<file path="config.mk">
export PLATFORM = sky130hd
export DESIGN_NAME = hex_display_renderer
export DESIGN_NICKNAME = d
export VERILOG_FILES = /design/src/rtl/display_pkg.sv /design/src/rtl/hex_glyph_rom.sv /design/src/rtl/hex_display_renderer.sv
export SDC_FILE = /design/constraint.sdc
export NUM_CORES = 1
export LEC_CHECK = 0
export ABC_AREA = 1
export ABC_CLOCK_PERIOD_IN_PS = 10200
export BUFFER_PORTS_ARGS = -buffer_cell sky130_fd_sc_hd__buf_4
export CAP_MARGIN = 10
export CORE_AREA = 2 2 475 477
export CTS_BUF_LIST = sky130_fd_sc_hd__clkbuf_8
export DETAILED_ROUTE_END_ITERATION = 10
export DIE_AREA = 0 0 477 479
export PLACE_DENSITY = 0.39
export SYNTH_ARGS = -nofsm -noshare
export SYNTH_HDL_FRONTEND = slang
export SYNTH_SLANG_ARGS = --single-unit
export TNS_END_PERCENT = 10
</file>
<file path="constraint.sdc">
create_clock -name clock -period 10.2 [get_ports clock]
set_input_delay 1.02 -clock clock [delete_from_list [all_inputs] [get_ports clock]]
set_output_delay 1.02 -clock clock [all_outputs]
set_load 0.1 [all_outputs]
</file>
<file path="src/rtl/display_pkg.sv">
// ---------------------------------------------------------------------------
// display_pkg
// Shared definitions for the hex display renderer:
//   - glyph geometry (3x5 cells on a 5-pixel horizontal pitch)
//   - 16-entry hex glyph table: 15 bits per glyph, top row in [14:12],
//     bit 2 of each row is the leftmost pixel
//   - renderer FSM state enum
//   - mirror_row(): converts a glyph row into framebuffer bit order, where
//     the leftmost pixel sits at the lowest bit index
// ---------------------------------------------------------------------------
package display_pkg;

   localparam int GLYPH_W     = 3;
   localparam int GLYPH_H     = 5;
   localparam int GLYPH_PITCH = 5;

   typedef enum logic [1:0] {
      IDLE = 2'd0,
      DRAW = 2'd1,
      DONE = 2'd2
   } render_state_e;

   localparam logic [14:0] HEX_GLYPHS [16] = '{
      15'b111_101_101_101_111,   // 0
      15'b001_001_001_001_001,   // 1
      15'b111_001_111_100_111,   // 2
      15'b111_001_111_001_111,   // 3
      15'b101_101_111_001_001,   // 4
      15'b111_100_111_001_111,   // 5
      15'b111_100_111_101_111,   // 6
      15'b111_001_001_001_001,   // 7
      15'b111_101_111_101_111,   // 8
      15'b111_101_111_001_111,   // 9
      15'b111_101_111_101_101,   // A
      15'b110_101_110_101_110,   // B
      15'b111_100_100_100_111,   // C
      15'b110_101_101_101_110,   // D
      15'b111_100_111_100_111,   // E
      15'b111_100_111_100_100    // F
   };

   // Glyph rows keep the left pixel in bit 2; the framebuffer grows with x,
   // so the row is reversed before it is dropped into the pixel vector.
   function automatic logic [2:0] mirror_row(input logic [2:0] row_bits);
      return {row_bits[0], row_bits[1], row_bits[2]};
   endfunction

endpackage

</file>
<file path="src/rtl/hex_glyph_rom.sv">
// ---------------------------------------------------------------------------
// hex_glyph_rom
// Combinational lookup of one 3-pixel row of a hex glyph.
// Ports:
//   nibble   in  4  hex digit to look up
//   row      in  3  glyph row, 0 = top; rows beyond 4 read as blank
//   row_bits out 3  pixel row, bit 2 = leftmost pixel
// ---------------------------------------------------------------------------
module hex_glyph_rom
   import display_pkg::*;
(
   input  logic [3:0] nibble,
   input  logic [2:0] row,
   output logic [2:0] row_bits
);

   logic [14:0] glyph;

   always_comb begin
      glyph = HEX_GLYPHS[nibble];
      case (row)
         3'd0:    row_bits = glyph[14:12];
         3'd1:    row_bits = glyph[11:9];
         3'd2:    row_bits = glyph[8:6];
         3'd3:    row_bits = glyph[5:3];
         3'd4:    row_bits = glyph[2:0];
         default: row_bits = 3'b000;
      endcase
   end

endmodule

</file>
<file path="src/rtl/hex_display_renderer.sv">
// ---------------------------------------------------------------------------
// hex_display_renderer
// Draws a DIGITS-wide hex value as 3x5 glyphs into a registered 1-bit
// framebuffer, one glyph row per clock, with optional leading-zero blanking.
// Ports:
//   clock         in   1           system clock, rising edge
//   reset_n       in   1           asynchronous active-low reset
//   value         in   4*DIGITS    value to render, MS nibble is digit 0
//   load          in   1           render request (accepted in IDLE/DONE)
//   blank_leading in   1           suppress leading zeros, captured with load
//   busy          out  1           high while rows are being written
//   done          out  1           one-cycle pulse after the last row
//   framebuffer   out  FB_W*FB_H   pixel (x,y) at bit y*FB_W+x
// ---------------------------------------------------------------------------
module hex_display_renderer
   import display_pkg::*;
#(
   parameter int FB_W   = 40,
   parameter int FB_H   = 30,
   parameter int DIGITS = 2,
   parameter int X0     = 16,
   parameter int Y0     = 1
) (
   input  logic                   clock,
   input  logic                   reset_n,
   input  logic [4*DIGITS-1:0]    value,
   input  logic                   load,
   input  logic                   blank_leading,
   output logic                   busy,
   output logic                   done,
   output logic [FB_W*FB_H-1:0]   framebuffer
);

   localparam int FB_N  = FB_W * FB_H;
   localparam int IDX_W = (FB_N > 1) ? $clog2(FB_N) : 1;
   localparam int D_W   = (DIGITS > 1) ? $clog2(DIGITS) : 1;
   localparam logic [D_W-1:0] LAST_D   = D_W'(DIGITS - 1);
   localparam logic [2:0]     LAST_ROW = 3'(GLYPH_H - 1);

   generate
      if (DIGITS < 1) begin : g_bad_digits
         $error("hex_display_renderer: DIGITS must be at least 1");
      end
      if (X0 + GLYPH_PITCH * (DIGITS - 1) + GLYPH_W > FB_W) begin : g_bad_width
         $error("hex_display_renderer: digit cells exceed FB_W");
      end
      if (Y0 + GLYPH_H > FB_H) begin : g_bad_height
         $error("hex_display_renderer: glyph rows exceed FB_H");
      end
   endgenerate

   render_state_e        state_reg, state_next;
   logic [4*DIGITS-1:0]  value_reg, value_next;
   logic                 blank_reg, blank_next;
   logic                 seen_reg, seen_next;     // a nonzero nibble has been drawn
   logic [D_W-1:0]       d_reg, d_next;
   logic [2:0]           r_reg, r_next;
   logic [FB_N-1:0]      fb_reg, fb_next;

   logic [3:0]           nibbles [DIGITS];
   logic [3:0]           cur_nibble;
   logic [2:0]           rom_row;
   logic [2:0]           draw_row;
   logic                 blank_digit;
   logic [IDX_W-1:0]     pix_base;

   // Digit 0 is the most significant nibble.
   generate
      for (genvar gi = 0; gi < DIGITS; gi++) begin : g_nibble
         assign nibbles[gi] = value_reg[4*(DIGITS-1-gi) +: 4];
      end
   endgenerate

   assign cur_nibble = nibbles[d_reg];

   hex_glyph_rom u_rom (
      .nibble   (cur_nibble),
      .row      (r_reg),
      .row_bits (rom_row)
   );

   // A digit is blanked only while every more-significant nibble was zero;
   // the last digit is always drawn so a zero value still shows "0".
   assign blank_digit = blank_reg && !seen_reg && (cur_nibble == 4'd0) && (d_reg != LAST_D);
   assign draw_row    = blank_digit ? 3'b000 : rom_row;

   assign pix_base = IDX_W'((Y0 + int'(r_reg)) * FB_W + X0 + GLYPH_PITCH * int'(d_reg));

   always_comb begin
      state_next = state_reg;
      value_next = value_reg;
      blank_next = blank_reg;
      seen_next  = seen_reg;
      d_next     = d_reg;
      r_next     = r_reg;
      fb_next    = fb_reg;
      busy       = 1'b0;
      done       = 1'b0;

      case (state_reg)
         IDLE, DONE: begin
            done = (state_reg == DONE);
            if (load) begin
               value_next = value;
               blank_next = blank_leading;
               seen_next  = 1'b0;
               d_next     = '0;
               r_next     = 3'd0;
               state_next = DRAW;
            end else begin
               state_next = IDLE;
            end
         end

         DRAW: begin
            busy = 1'b1;
            // All three pixels are written so a previous glyph never survives.
            fb_next[pix_base +: GLYPH_W] = mirror_row(draw_row);
            if (cur_nibble != 4'd0) begin
               seen_next = 1'b1;
            end
            if (r_reg == LAST_ROW) begin
               r_next = 3'd0;
               if (d_reg == LAST_D) begin
                  d_next     = '0;
                  state_next = DONE;
               end else begin
                  d_next = d_reg + D_W'(1);
               end
            end else begin
               r_next = r_reg + 3'd1;
            end
         end

         default: begin
            state_next = IDLE;
         end
      endcase
   end

   always_ff @(posedge clock or negedge reset_n) begin
      if (!reset_n) begin
         state_reg <= IDLE;
         value_reg <= '0;
         blank_reg <= 1'b0;
         seen_reg  <= 1'b0;
         d_reg     <= '0;
         r_reg     <= 3'd0;
         fb_reg    <= '0;
      end else begin
         state_reg <= state_next;
         value_reg <= value_next;
         blank_reg <= blank_next;
         seen_reg  <= seen_next;
         d_reg     <= d_next;
         r_reg     <= r_next;
         fb_reg    <= fb_next;
      end
   end

   assign framebuffer = fb_reg;

endmodule

</file>
==> qor.yml <==
slew_viol_final: 0
synth_area_leaders: "dfrtp_1 56%, nand2_1 13%, nand4_1 6.9%"
syn_to_final_growth_pct: 30.5
start_kind: "flip-flop"
clkPwrFrac_pct: 20.4
fp.dieH_um: 479
drtIter0Drc: 2349
cp-startpoint: "r_reg[0]"
ir_drop_uv: 979
gp_congestion: 0.782
io_buffers: 910
dieArea_um2: 228000
setup_violations: 0
cts_tree: "done"
status: "finished, final reports clean"
routed_wl_mm: 197
end_kind: "flip-flop"
hold_slack_ns: 0.100
rsz0062_at_grt: "no"
worstPathRequired_ns: 10.98
yosysSeqAreaShare_pct: 56.1
rows: 174
grt_pass1_vias: 33100
dr.pass1.iters: 5
drive_gt1_share_pct: 25.7
pre_cts_ws_ns: 4.80
hold_class: "in -> async"
synth_largest_type_area_fraction_pct: 56.1
finalCritPeriodShare_pct: 53.2
cts_setup_buffers: 0
p_switching_mw: 12.1
powerDensity_nw_per_um2: 363
clkSlewWorstSetupHoldPaths_ns: 0.06
cts-buffers-inserted: 178
initial_core_util_pct: 18.2
syn_area_per_cell_um2: 9.16
seqPwrFrac_pct: 20.6
ant_nets: 0
power.internal_mw: 7.21
critPathTopFamily: "simple AND/OR/NAND/NOR gates"
critical-path-slowest-cell: "nor2_1"
ctsHtreeMaxLevel: 4
p_comb_share_pct: 59.0
crit_fanout: 34
yosysUniqueCellTypes: 37
nets: 5312
p_leak_nw: 27.2
synth_area_um2: 40700
ios: 1214
finalPower_mw: 19.3
cts_hold_buf: 0
ys_async_sr_fraction_pct: 100
maxCapViolCount: 0
setup_tns_ns: 0
r2r_start: "r_reg[0]"
slew_headroom_pct: 23.6
antenna_found_initial: 29
crit_chain: "ha_1 -> ha_1 -> inv_1 -> ha_1 -> ha_1 -> inv_1 -> fa_1 -> inv_1 -> and3_1 -> nand2_1 -> nand2_1 -> nand2_4 -> buf_4 -> nand4_1 -> nor2_1 -> inv_1 -> nand2_1 -> nand2_1"
grt_start_max_net_pins: 147
layout.area.seq_um2: 22800
ys_warn_count: 0
synth_top_area_cell: "dfrtp_1"
via_count: 33900
clock_latency_ns: 0.94
worst_slack_ns: 4.77
synth_seq_cells: 913
routedWlPerCell_um: 23.3
design.core.area_um2: 224000
largest_reg_flops: 897
crit_buf_inv: 5
hold_viol: 0
grt_pass1_wl_mm: 271
synth-edff-count: 0
post-route-util_pct: 23.7
drc: 0
grt_use_total_pct: 16.7
worst_pin_slew_ns: 1.15
cp.arrival_ns: 6.21
die_w_um: 477
grt_overflow: 0
clock-sinks: 913
sw_frac_of_total_pct: 62.6
fmax_mhz: 184
worst_path_largest_cell_delay_ns: 0.68
synth_flop_cell: "dfrtp_1"
via_per_inst: 4.03
finClkSkew_ns: 0.0550
multiInputGateArea_um2: 14600
fillCellCount: 24400
place_hpwl_mm: 142
period_needed_ns: 5.43
cts_buffer_depth: 3
root_buffer: "clkbuf_8"
post_cts_resized: 0
path_class: "reg -> reg"
netlist_instances: 4442
[per-stage QoR]
| stage | std cells | cell area [µm²] |
|---|---|---|
| 2_1_floorplan | 4744 | 41800 |
| 3_3_place_gp | 8088 | 49300 |
| 3_5_place_dp | 8088 | 49300 |
| 4_1_cts | 8404 | 53100 |
| 5_1_grt | 8410 | 53100 |
| 6_report | 8416 | 53100 |
[worst paths after layout]
kind                       slack (ns)                end  cells past startpoint
max in group asynchronous        7.78   framebuffer[529]                      3
min in group clock               0.28         nibbles[1]                      3
hold reg to reg                  0.37  framebuffer[1165]                      0
setup / recovery                 4.77   framebuffer[821]                     18
hold / removal                   0.10  framebuffer[1057]                      1
setup reg to reg                 4.77   framebuffer[821]                     18
[placed cells by master, fill, tap and decap left out, types with 5 or more instances in the layout]
master	instances
a21oi_1	26
buf_12	8
buf_4	943
bufinv_16	6
clkbuf_8	226
clkinv_2	22
clkinvlp_4	7
conb_1	303
dfrtp_1	913
diode_2	12
ha_1	23
inv_1	273
inv_2	5
nand2_1	1389
nand2_2	47
nand2_4	16
nand3_1	83
nand4_1	451
nand4_4	24
nor2_1	186
nor2_2	12
nor2_4	34
nor2_8	23
o21ai_0	53
o21ai_1	313
[Yosys cell counts (7+ instances only)]
master    number
nor2_4        33
clkbuf_1     203
nand3_1       83
nand2_1     1394
o21ai_1      313
o21ai_0       53
ha_1          23
dfrtp_1      913
inv_1        225
nand2_2       47
a21oi_1       26
nor2_8        23
nand2_4       11
buf_2         71
nand4_1      451
buf_4        308
nor2_2        13
buf_6          7
nor2_1       186
nand4_4       24
buf_1         10
[final cells by class]
| type | instances | share of cell area [%] |
|---|---|---|
| clock buffer | 226 | 5.86 |
| antenna | 12 | 0.0566 |
| inverter | 235 | 1.69 |
| tap | 2992 | 7.05 |
| multi-input combinational | 2996 | 27.5 |
| clock inverter | 90 | 1.20 |
| timing repair buffer | 952 | 13.7 |
| sequential | 913 | 43.0 |
[per-layer routing]
layer / up-vias / GRT usage (%) / routed length [µm]
met5: - / 0 / 59
met4: 8 / 4.31 / 4340
met3: 225 / 5.99 / 17700
met2: 1406 / 26.8 / 91000
met1: 16600 / 21.2 / 83400
li1: 15700 / - / -
[logic make-up (layout without fill, tap and decap cells)]
| family | count (synthesis) | count (layout) | synth area share (%) |
|---|---|---|---|
| AND/OR/NAND/NOR | 2269 | 2269 | 27.1 |
| flip-flops | 913 | 913 | 56.1 |
| buffers and inverters | 835 | 1503 | 11.0 |
| AO/OA/AOI/OAI | 398 | 398 | 4.93 |
| adder cells (fa/ha/maj) | 24 | 24 | 0.756 |
| XOR/XNOR | 2 | 2 | 0.0615 |
| other | 1 | 315 | 0.00921 |
[power by group through the flow]
stage          Clock, mW  Sequential, mW  Combinational [mW]
2_1_floorplan          0            5.18                6.75
3_3_place_gp           0            4.03                11.5
3_5_place_dp           0            4.03                11.5
4_1_cts             4.09            3.97                11.5
5_1_grt             4.26            3.99                12.0
6_report            3.93            3.97                11.4
Note: power is estimated with default switching activity, not from simulation.
